### config.mk
export PLATFORM = sky130hd
export DESIGN_NAME = rgb_breathe_seq
export DESIGN_NICKNAME = d
export VERILOG_FILES = /design/src/rtl/rgb_breathe_pkg.sv /design/src/rtl/breathe_prescaler.sv /design/src/rtl/rgb_breathe_seq.sv
export SDC_FILE = /design/constraint.sdc
export NUM_CORES = 1
export LEC_CHECK = 0
export ABC_AREA = 1
export BUFFER_PORTS_ARGS = -buffer_cell sky130_fd_sc_hd__buf_2
export CORE_UTILIZATION = 40
export CTS_CLUSTER_DIAMETER = 30
export CTS_CLUSTER_SIZE = 24
export DETAILED_ROUTE_END_ITERATION = 10
export PLACE_DENSITY_LB_ADDON = 0.25
export SYNTH_ARGS = -nofsm -noshare
export SYNTH_HDL_FRONTEND = slang
export SYNTH_HIERARCHICAL = 1
export SYNTH_SLANG_ARGS = --single-unit
### constraint.sdc
create_clock -name clki -period 2.7 [get_ports clki]
set_clock_uncertainty 0.1 [all_clocks]
set_input_delay 0.135 -clock clki [delete_from_list [all_inputs] [get_ports clki]]
set_output_delay 0.135 -clock clki [all_outputs]
set_load 0.02 [all_outputs]
### src/rtl/rgb_breathe_pkg.sv
// Shared mode codes and FSM state encoding for the N-channel breathing-LED engine.
package rgb_breathe_pkg;

  localparam logic [1:0] MODE_OFF           = 2'd0;
  localparam logic [1:0] MODE_STEADY        = 2'd1;
  localparam logic [1:0] MODE_BREATHE_FIXED = 2'd2;
  localparam logic [1:0] MODE_BREATHE_CYCLE = 2'd3;

  typedef enum logic [2:0] {
    ST_IDLE      = 3'd0,
    ST_RISE      = 3'd1,
    ST_HOLD_HI   = 3'd2,
    ST_FALL      = 3'd3,
    ST_HOLD_LO   = 3'd4,
    ST_STEADY_ON = 3'd5
  } state_e;

endpackage

### src/rtl/breathe_prescaler.sv
// Ramp-tick prescaler: counts 0..PRESCALE_DIV-1 and flags the last count as a tick.
module breathe_prescaler #(
  parameter int unsigned PRESCALE_DIV = 300000,
  parameter int unsigned PRESCALE_W   = 24
) (
  input  logic clki,
  input  logic rst,
  input  logic clr,
  output logic tick
);

  localparam logic [PRESCALE_W-1:0] PRE_LAST = PRESCALE_W'(PRESCALE_DIV - 1);

  logic [PRESCALE_W-1:0] pre_cnt_q;

  assign tick = (pre_cnt_q == PRE_LAST);

  // clr restarts the ramp phase so a new mode always begins on a full tick period
  always_ff @(posedge clki) begin
    if (rst || clr) begin
      pre_cnt_q <= '0;
    end else if (tick) begin
      pre_cnt_q <= '0;
    end else begin
      pre_cnt_q <= pre_cnt_q + PRESCALE_W'(1);
    end
  end

endmodule

### src/rtl/rgb_breathe_seq.sv
// N-channel breathing-LED engine: shared intensity ramp with peak/valley holds,
// optional colour-mask stepping, and registered PWM enables for the RGB driver.
module rgb_breathe_seq
  import rgb_breathe_pkg::*;
#(
  parameter int unsigned NUM_CH       = 3,
  parameter int unsigned PWM_W        = 8,
  parameter int unsigned PRESCALE_DIV = 300000,
  parameter int unsigned PRESCALE_W   = 24,
  parameter int unsigned HOLD_TICKS   = 16
) (
  input  logic              clki,
  input  logic              rst,
  input  logic [1:0]        mode_i,
  input  logic [NUM_CH-1:0] color_sel_i,
  output logic [NUM_CH-1:0] pwm_o,
  output logic [PWM_W-1:0]  level_o,
  output logic              seq_wrap_o
);

  localparam int unsigned       HOLD_W      = (HOLD_TICKS < 1) ? 1 : $clog2(HOLD_TICKS + 1);
  localparam logic [HOLD_W-1:0] HOLD_LAST   = HOLD_W'(HOLD_TICKS);
  localparam logic [PWM_W-1:0]  LVL_MAX     = '1;
  localparam logic [PWM_W-1:0]  LVL_ONE     = PWM_W'(1);
  localparam logic [PWM_W-1:0]  LVL_PRE_MAX = LVL_MAX - LVL_ONE;
  localparam logic [NUM_CH-1:0] COLOR_FIRST = NUM_CH'(1);
  localparam logic [NUM_CH-1:0] COLOR_LAST  = '1;

  logic [1:0]        mode_q;
  state_e            state_q;
  logic [PWM_W-1:0]  level_q;
  logic [HOLD_W-1:0] hold_cnt_q;
  logic [NUM_CH-1:0] color_idx_q;
  logic [NUM_CH-1:0] color_idx_d;
  logic              seq_wrap_q;
  logic [PWM_W-1:0]  pwm_cnt_q;
  logic [NUM_CH-1:0] pwm_q;
  logic [NUM_CH-1:0] mask_c;
  logic              mode_chg_c;
  logic              hold_done_c;
  logic              tick;

  assign mode_chg_c  = (mode_i != mode_q);
  assign hold_done_c = (hold_cnt_q == HOLD_LAST);
  assign color_idx_d = (color_idx_q == COLOR_LAST) ? COLOR_FIRST : color_idx_q + NUM_CH'(1);

  breathe_prescaler #(
    .PRESCALE_DIV (PRESCALE_DIV),
    .PRESCALE_W   (PRESCALE_W)
  ) u_prescaler (
    .clki (clki),
    .rst  (rst),
    .clr  (mode_chg_c),
    .tick (tick)
  );

  // Channel mask: live colour select in fixed modes, stepped index in cycle mode
  always_comb begin
    mask_c = '0;
    case (mode_q)
      MODE_STEADY, MODE_BREATHE_FIXED: mask_c = color_sel_i;
      MODE_BREATHE_CYCLE:              mask_c = color_idx_q;
      default:                         mask_c = '0;
    endcase
  end

  // Breathing FSM; a mode change or OFF forces IDLE ahead of any tick
  always_ff @(posedge clki) begin
    if (rst) begin
      mode_q      <= MODE_OFF;
      state_q     <= ST_IDLE;
      level_q     <= '0;
      hold_cnt_q  <= '0;
      color_idx_q <= COLOR_FIRST;
      seq_wrap_q  <= 1'b0;
    end else begin
      mode_q     <= mode_i;
      seq_wrap_q <= 1'b0;
      if (mode_chg_c || (mode_q == MODE_OFF)) begin
        state_q    <= ST_IDLE;
        level_q    <= '0;
        hold_cnt_q <= '0;
      end else begin
        case (state_q)
          ST_IDLE: begin
            if (mode_q == MODE_STEADY) begin
              state_q <= ST_STEADY_ON;
              level_q <= LVL_MAX;
            end else begin
              state_q <= ST_RISE;
            end
          end
          ST_RISE: if (tick) begin
            level_q <= level_q + LVL_ONE;
            if (level_q == LVL_PRE_MAX) state_q <= ST_HOLD_HI;
          end
          ST_HOLD_HI: if (tick) begin
            if (hold_done_c) begin
              hold_cnt_q <= '0;
              state_q    <= ST_FALL;
            end else begin
              hold_cnt_q <= hold_cnt_q + HOLD_W'(1);
            end
          end
          ST_FALL: if (tick) begin
            level_q <= level_q - LVL_ONE;
            if (level_q == LVL_ONE) state_q <= ST_HOLD_LO;
          end
          ST_HOLD_LO: if (tick) begin
            if (hold_done_c) begin
              hold_cnt_q <= '0;
              state_q    <= ST_RISE;
              if (mode_q == MODE_BREATHE_CYCLE) begin
                color_idx_q <= color_idx_d;
                seq_wrap_q  <= (color_idx_q == COLOR_LAST);
              end
            end else begin
              hold_cnt_q <= hold_cnt_q + HOLD_W'(1);
            end
          end
          ST_STEADY_ON: level_q <= LVL_MAX;
          default: begin
            state_q <= ST_IDLE;
            level_q <= '0;
          end
        endcase
      end
    end
  end

  // Free-running PWM counter and registered compare
  always_ff @(posedge clki) begin
    if (rst) begin
      pwm_cnt_q <= '0;
      pwm_q     <= '0;
    end else begin
      pwm_cnt_q <= pwm_cnt_q + LVL_ONE;
      pwm_q     <= (pwm_cnt_q < level_q) ? mask_c : '0;
    end
  end

  assign pwm_o      = pwm_q;
  assign level_o    = level_q;
  assign seq_wrap_o = seq_wrap_q;

endmodule

## Word level (Yosys, flattened, before mapping)

Cells that the tools add are included.

| word-level totals | value |
|---|---|
| output and inout port bits | 12 |
| word-level logic and storage cells | 78 |
| register bits after elaboration | 57 |

| cells by class | value |
|---|---|
| add/sub/neg operators | 6 |
| reductions and logical operators | 14 |
| magnitude comparators | 1 |
| equality and inequality tests | 23 |
| muxes and demuxes | 17 |
| bitwise logic cells | 8 |

Operators with widths:

| kind | number |
|---|---|
| $pmux W8 S5 | 1 |
| $mux W3 | 10 |
| $add A24 B1 Y24 const B | 1 |
| $eq A24 B19 Y1 const B | 1 |
| $mux W8 | 3 |
| $ne A2 B2 Y1 const B | 9 |
| $pmux W3 S6 | 1 |
| $add A8 B1 Y8 const B | 2 |
| $reduce_or A2 Y1 | 5 |
| $eq A3 B3 Y1 const B | 3 |
| $reduce_and A9 Y1 | 1 |
| $eq A8 B1 Y1 const B | 1 |
| $eq A8 B8 Y1 const B | 1 |
| $lt A8 B8 Y1 | 1 |
| $not A1 Y1 | 8 |
| $sub A8 B1 Y8 const B | 1 |
| $eq A3 B2 Y1 const B | 2 |
| $pmux W3 S2 | 1 |
| $reduce_or A6 Y1 | 1 |
| $add A5 B1 Y5 const B | 1 |
| $eq A5 B5 Y1 const B | 1 |
| $mux W5 | 1 |
| $reduce_and A5 Y1 | 1 |
| $eq A2 B2 Y1 const B | 2 |
| other kinds (9) | 10 |

## Longest topological paths before layout

| logic depth | value |
|---|---|
| word-level depth | 4 |
| depth in mapped cells | 12 |

## Modules after synthesis

Netlist, hierarchy kept.

By module, submodules not included:

| module | cells each | area an instance (um^2) | instances |
|---|---|---|---|
| rgb_breathe_seq | 314 | 2099.5 | 1 |
| breathe_prescaler | 205 | 1342.5 | 1 |

## Worst setup path after synthesis

No wires, ideal clock.

| timing path | value |
|---|---|
| path kind | register -> register |
| start point | register u_prescaler.pre_cnt_q[0] |
| end point | register color_idx_q[2] |
| library setup time | 0.116 ns |
| slack | 0.701 ns |
| stages on the path, launching flop included | 12 |
| arrival | 1.783 ns |
| cell sequence | dfxtp_1 ha_1 nand2_2 nor2_4 nand3_1 nor3_1 nand4_1 nand3b_1 nor2_1 inv_1 nor2_1 nor2_1 |

| between the ends | value |
|---|---|
| word-level cells in the longest chain between the ends | 2 |

Ends and longest elaborated chain:

| element | RTL line | source |
|---|---|---|
| from (decl) | breathe_prescaler.sv:14 | `logic [PRESCALE_W-1:0] pre_cnt_q;` |
| from (signal assigned) | breathe_prescaler.sv:25 | `pre_cnt_q <= pre_cnt_q + PRESCALE_W'(1);` |
| $eq A24 B19 Y1 | breathe_prescaler.sv:16 | `assign tick = (pre_cnt_q == PRE_LAST);` |
| net tick | rgb_breathe_seq.sv:41 | `logic tick;` |
| $reduce_and A5 Y1 (no line) | - |  |
| to (signal assigned) | rgb_breathe_seq.sv:114 | `color_idx_q <= color_idx_d;` |
| to (decl) | rgb_breathe_seq.sv:33 | `logic [NUM_CH-1:0] color_idx_q;` |

The timed path passes the listed nets, and every way through them passes these cells.
A chain may end at the register's enable or synchronous reset.

## Worst setup path in the final report

Ends and elaborated chain as after synthesis.

==> flow_summary_export.csv <==
group,metric,value,unit
outcome,status,"completed",
setup_path,worstSetupStartpointType,"flip-flop",
synthesis,syn_inst,519,
grt,antenna_found_initial,0,
setup_path,end_kind,"flip-flop",
place,portBuffers,18,
setup_path,crit_arrival,2.55,ns
power_and_ir_drop,power_frac_seq,48.6,%
grt,grt_pass1_wl,13.32,mm
final_layout,layout-drive-gt1-share,10.18,%
final_layout,final_nets,572,
place,gp_congestion,0.8966,
drt,drt.antenna.violating_nets,0,
drt,wl_met1,3.932,mm
grt,grt_use_total,19.05,%
synthesis,avgSynthCellArea,6.632,um2
synthesis,synth_nets,546,
floorplan,die_x,94.77,um
synthesis,ys_seq_area_share,33.15,%
synthesis,synth-simple-area-share,37.84,%
sta,clock.fmax,411.1,MHz
cts,cts_made_buffers,9,
drt,wl_met2,3.299,mm
synthesis,synth_xor_area_share,4.071,%
drt,drt_wl_total,7.660,mm
power_and_ir_drop,p_int,0.001348,W
place,dpl.hpwl,5.819,mm
drt,dr.pass1.iters,4,
synthesis,synth_top_family_by_area,"simple AND/OR/NAND/NOR gates",
synthesis,synthAdderAreaFrac,7.270,%
sta,hold_viol,0,
floorplan,placeableCoreArea,8258,um2
floorplan,die_h,94.77,um
power_and_ir_drop,p_clk_share,44.2,%
sta,hold-worst-slack,0.06685,ns
setup_path,cp_cell_sequence,"ha_1 > nand2_2 > nor2_4 > nand3_1 > nor3_1 > nand4_1 > nand3b_1 > nor2_1 > inv_1 > nor2_1 > nor2_1",
cts,cts.path.max_buffers,2,
sta,setup_viol,0,
synthesis,netlist_area,3442,um2
worst_hold_path,hold_path.class,"input port to flip-flop",
cts,cts_root_buffer,"clkbuf_8",
drt,drcViolationCount,0,
cts,cts-htree-levels,3,
grt,grt_pass1_vias,2950,
drt,wire_per_inst,11.69,um
grt,grt_max_degree,25,
drt,met3_length,340,um
power_and_ir_drop,peakVddDrop,0.0003431,V
sta,worstMarginPinSlew,0.5040,ns
sta,fin_crit,2.432,ns
power_and_ir_drop,power_frac_comb,7.2,%
power_and_ir_drop,power_density,463.2,nW/um2
final_layout,antenna_cells,0,
drt,vias,3265,
final_layout,seq_area,1141,um2
final_layout,fill_cells,876,
setup_path,critPathSlowestCell,"nor3_1",
drt,drt_iter0_drc,170,
setup_path,cp_common_cell,"nor2_1",
synthesis,yosys_warnings,6,
drt,drt-vias-per-instance,4.985,
setup_path,cpPeakStageDelay,0.40,ns
floorplan,dieArea,8980,um2
flow_run,cap_violations,0,
synthesis,synth_cell_types,36,
setup_path,crit_fanout,6,
sta,slew_headroom,66.14,%
setup_path,worstSetupPathType,"flip-flop to flip-flop",
sta,setup_tns,0,ns
power_and_ir_drop,power_switching_share,24.29,%
setup_path,cp_top_family,"simple AND/OR/NAND/NOR gates",
cts,clock_latency,0.33,ns
sta,slew_viol_final,0,
cts,numClockSinks,57,
cts,cts_tree,"done",
synthesis,synth_compound_area_share,8.870,%
sta,rsz0062_at_grt,"false",
synthesis,ys_ff_latch,57,
final_layout,multi_input_area,1998,um2
drt,highest-signal-layer,"met4",
floorplan,row_count,33,
cts,clk_pin_slew,0.06,ns
floorplan,initial_core_util,41.68,%
synthesis,synthMuxAreaShare,0,%
sta,fin_crit_sh,90.09,%
setup_path,path_buf_inv,1,
final_layout,synthToLayoutAreaGrowth,11.70,%
floorplan,io_pins,19,
power_and_ir_drop,p_sw,0.0004327,W
setup_path,required,2.82,ns
grt,grt_overflow_total,0,
power_and_ir_drop,power_leakage,1.489,nW
-- final cells by class --
class	instances	area share, %
multi-input combinational	387	51.97
sequential	57	29.68
inverter	68	6.638
clock buffer	13	3.872
tap	105	3.417
timing repair buffer	22	3.384
clock inverter	3	1.041
-- cells by family (layout without fill, tap and decap cells) --
logic type	after synthesis	in the layout
AO/OA/AOI/OAI	54	54
XOR/XNOR	16	16
buffers and inverters	75	106
adder cells (fa/ha/maj)	20	20
AND/OR/NAND/NOR	297	297
flip-flops	57	57
-- repair_timing --
action / in CTS / in global routing
hold buffers: 4 / 0
setup buffers: 0 / 0
gates resized for setup: 0 / 0
endpoints found under the hold margin: 6 / 0
setup endpoints to repair: 0 / 0
-- power groups by stage --
| stage | clock [W] | sequential [W] | combinational (W) |
|---|---|---|---|
| floorplan | 0 | 0.000883 | 0.0000977 |
| global placement | 0 | 0.000884 | 0.000122 |
| detailed placement | 0 | 0.000885 | 0.000125 |
| CTS | 0.000810 | 0.000866 | 0.000129 |
| global route | 0.000846 | 0.000867 | 0.000151 |
| finish | 0.000787 | 0.000866 | 0.000129 |
-- synthesized netlist by cell type, drive strengths merged --
| master | instances | area, um2 |
|---|---|---|
| a211oi | 1 | 7.510 |
| a21oi | 27 | 138.9 |
| a22o | 3 | 26.28 |
| a31o | 1 | 8.760 |
| and2 | 1 | 6.260 |
| buf | 5 | 40.04 |
| clkbuf | 2 | 7.510 |
| clkinv | 1 | 3.750 |
| dfxtp | 57 | 1141 |
| ha | 20 | 250.2 |
| inv | 67 | 251.5 |
| nand2 | 131 | 499.2 |
| nand3 | 48 | 245.2 |
| nand3b | 2 | 15.01 |
| nand4 | 11 | 75.07 |
| nor2 | 100 | 432.9 |
| nor3 | 2 | 15.01 |
| nor3b | 1 | 7.510 |
| o211ai | 2 | 15.01 |
| o21ai | 17 | 85.08 |
| o21bai | 2 | 15.01 |
| o311ai | 1 | 8.760 |
| or2 | 1 | 6.260 |
| xnor2 | 7 | 61.31 |
| xor2 | 9 | 78.83 |
-- through the flow --
stage          setup WS, ns  instance area, um2  util [%]  cells  total power (W)
2_1_floorplan        0.7010                3442         -    519        0.0009802
3_3_place_gp         0.4663                3616     43.79    635         0.001006
3_5_place_dp         0.2999                3616     43.79    635         0.001009
4_1_cts              0.2658                3845     46.56    655         0.001805
5_1_grt            0.006070                3845     46.56    655         0.001864
6_report             0.2676                3845     46.56    655         0.001781
-- final timing paths --
kind | startpoint | end | slack, ns | cells past startpoint
worst max-delay path | u_prescaler/pre_cnt_q[0] | color_idx_q[2] | 0.27 | 11
worst min-delay path | color_sel_i[1] | pwm_o[1] | 0.07 | 4
worst max register to register | u_prescaler/pre_cnt_q[0] | color_idx_q[2] | 0.27 | 11
worst min register to register | u_prescaler/pre_cnt_q[0] | u_prescaler/pre_cnt_q[0] | 0.35 | 1
-- tightest hold or removal path: stages --
cell and delay [ns]:
buf_2 0.08, a22o_1 0.11, nand2_1 0.05, nor2_1 0.08
-- state kept, by name, indices dropped and copies added, names as in the netlist --
| signal | count |
|---|---|
| u_prescaler/pre_cnt_q | 24 |
| level_o | 8 |
| pwm_cnt_q | 8 |
| hold_cnt_q | 5 |
| color_idx_q | 3 |
| pwm_o | 3 |
| state_q | 3 |
| mode_q | 2 |
| seq_wrap_o | 1 |
-- per-layer routing --
layer | GRT usage (%) | up-vias
met4 | 7.197 | 0
met3 | 4.187 | 7
met5 | 0 | -
li1 | - | 1708
met1 | 26.70 | 1480
met2 | 28.30 | 70
-- placed cells by master (no fill, tap or decap), drive strengths merged --
| cell | synthesis | routed |
|---|---|---|
| nand2 | 131 | 131 |
| nor2 | 100 | 100 |
| inv | 67 | 67 |
| dfxtp | 57 | 57 |
| nand3 | 48 | 48 |
| a21oi | 27 | 27 |
| ha | 20 | 20 |
| buf | 5 | 18 |
| o21ai | 17 | 17 |
| clkbuf | 2 | 13 |
| nand4 | 11 | 11 |
| xor2 | 9 | 9 |
| xnor2 | 7 | 7 |
| dlygate4sd3 | 0 | 4 |
| a22o | 3 | 3 |
| clkinv | 1 | 3 |
| o21bai | 2 | 2 |
| nand3b | 2 | 2 |
| o211ai | 2 | 2 |
| nor3 | 2 | 2 |
| and2 | 1 | 1 |
| nor3b | 1 | 1 |
| a211oi | 1 | 1 |
| a31o | 1 | 1 |
| o311ai | 1 | 1 |
| bufinv | 0 | 1 |
| or2 | 1 | 1 |
No activity file was read; power rests on OpenSTA's default activity.
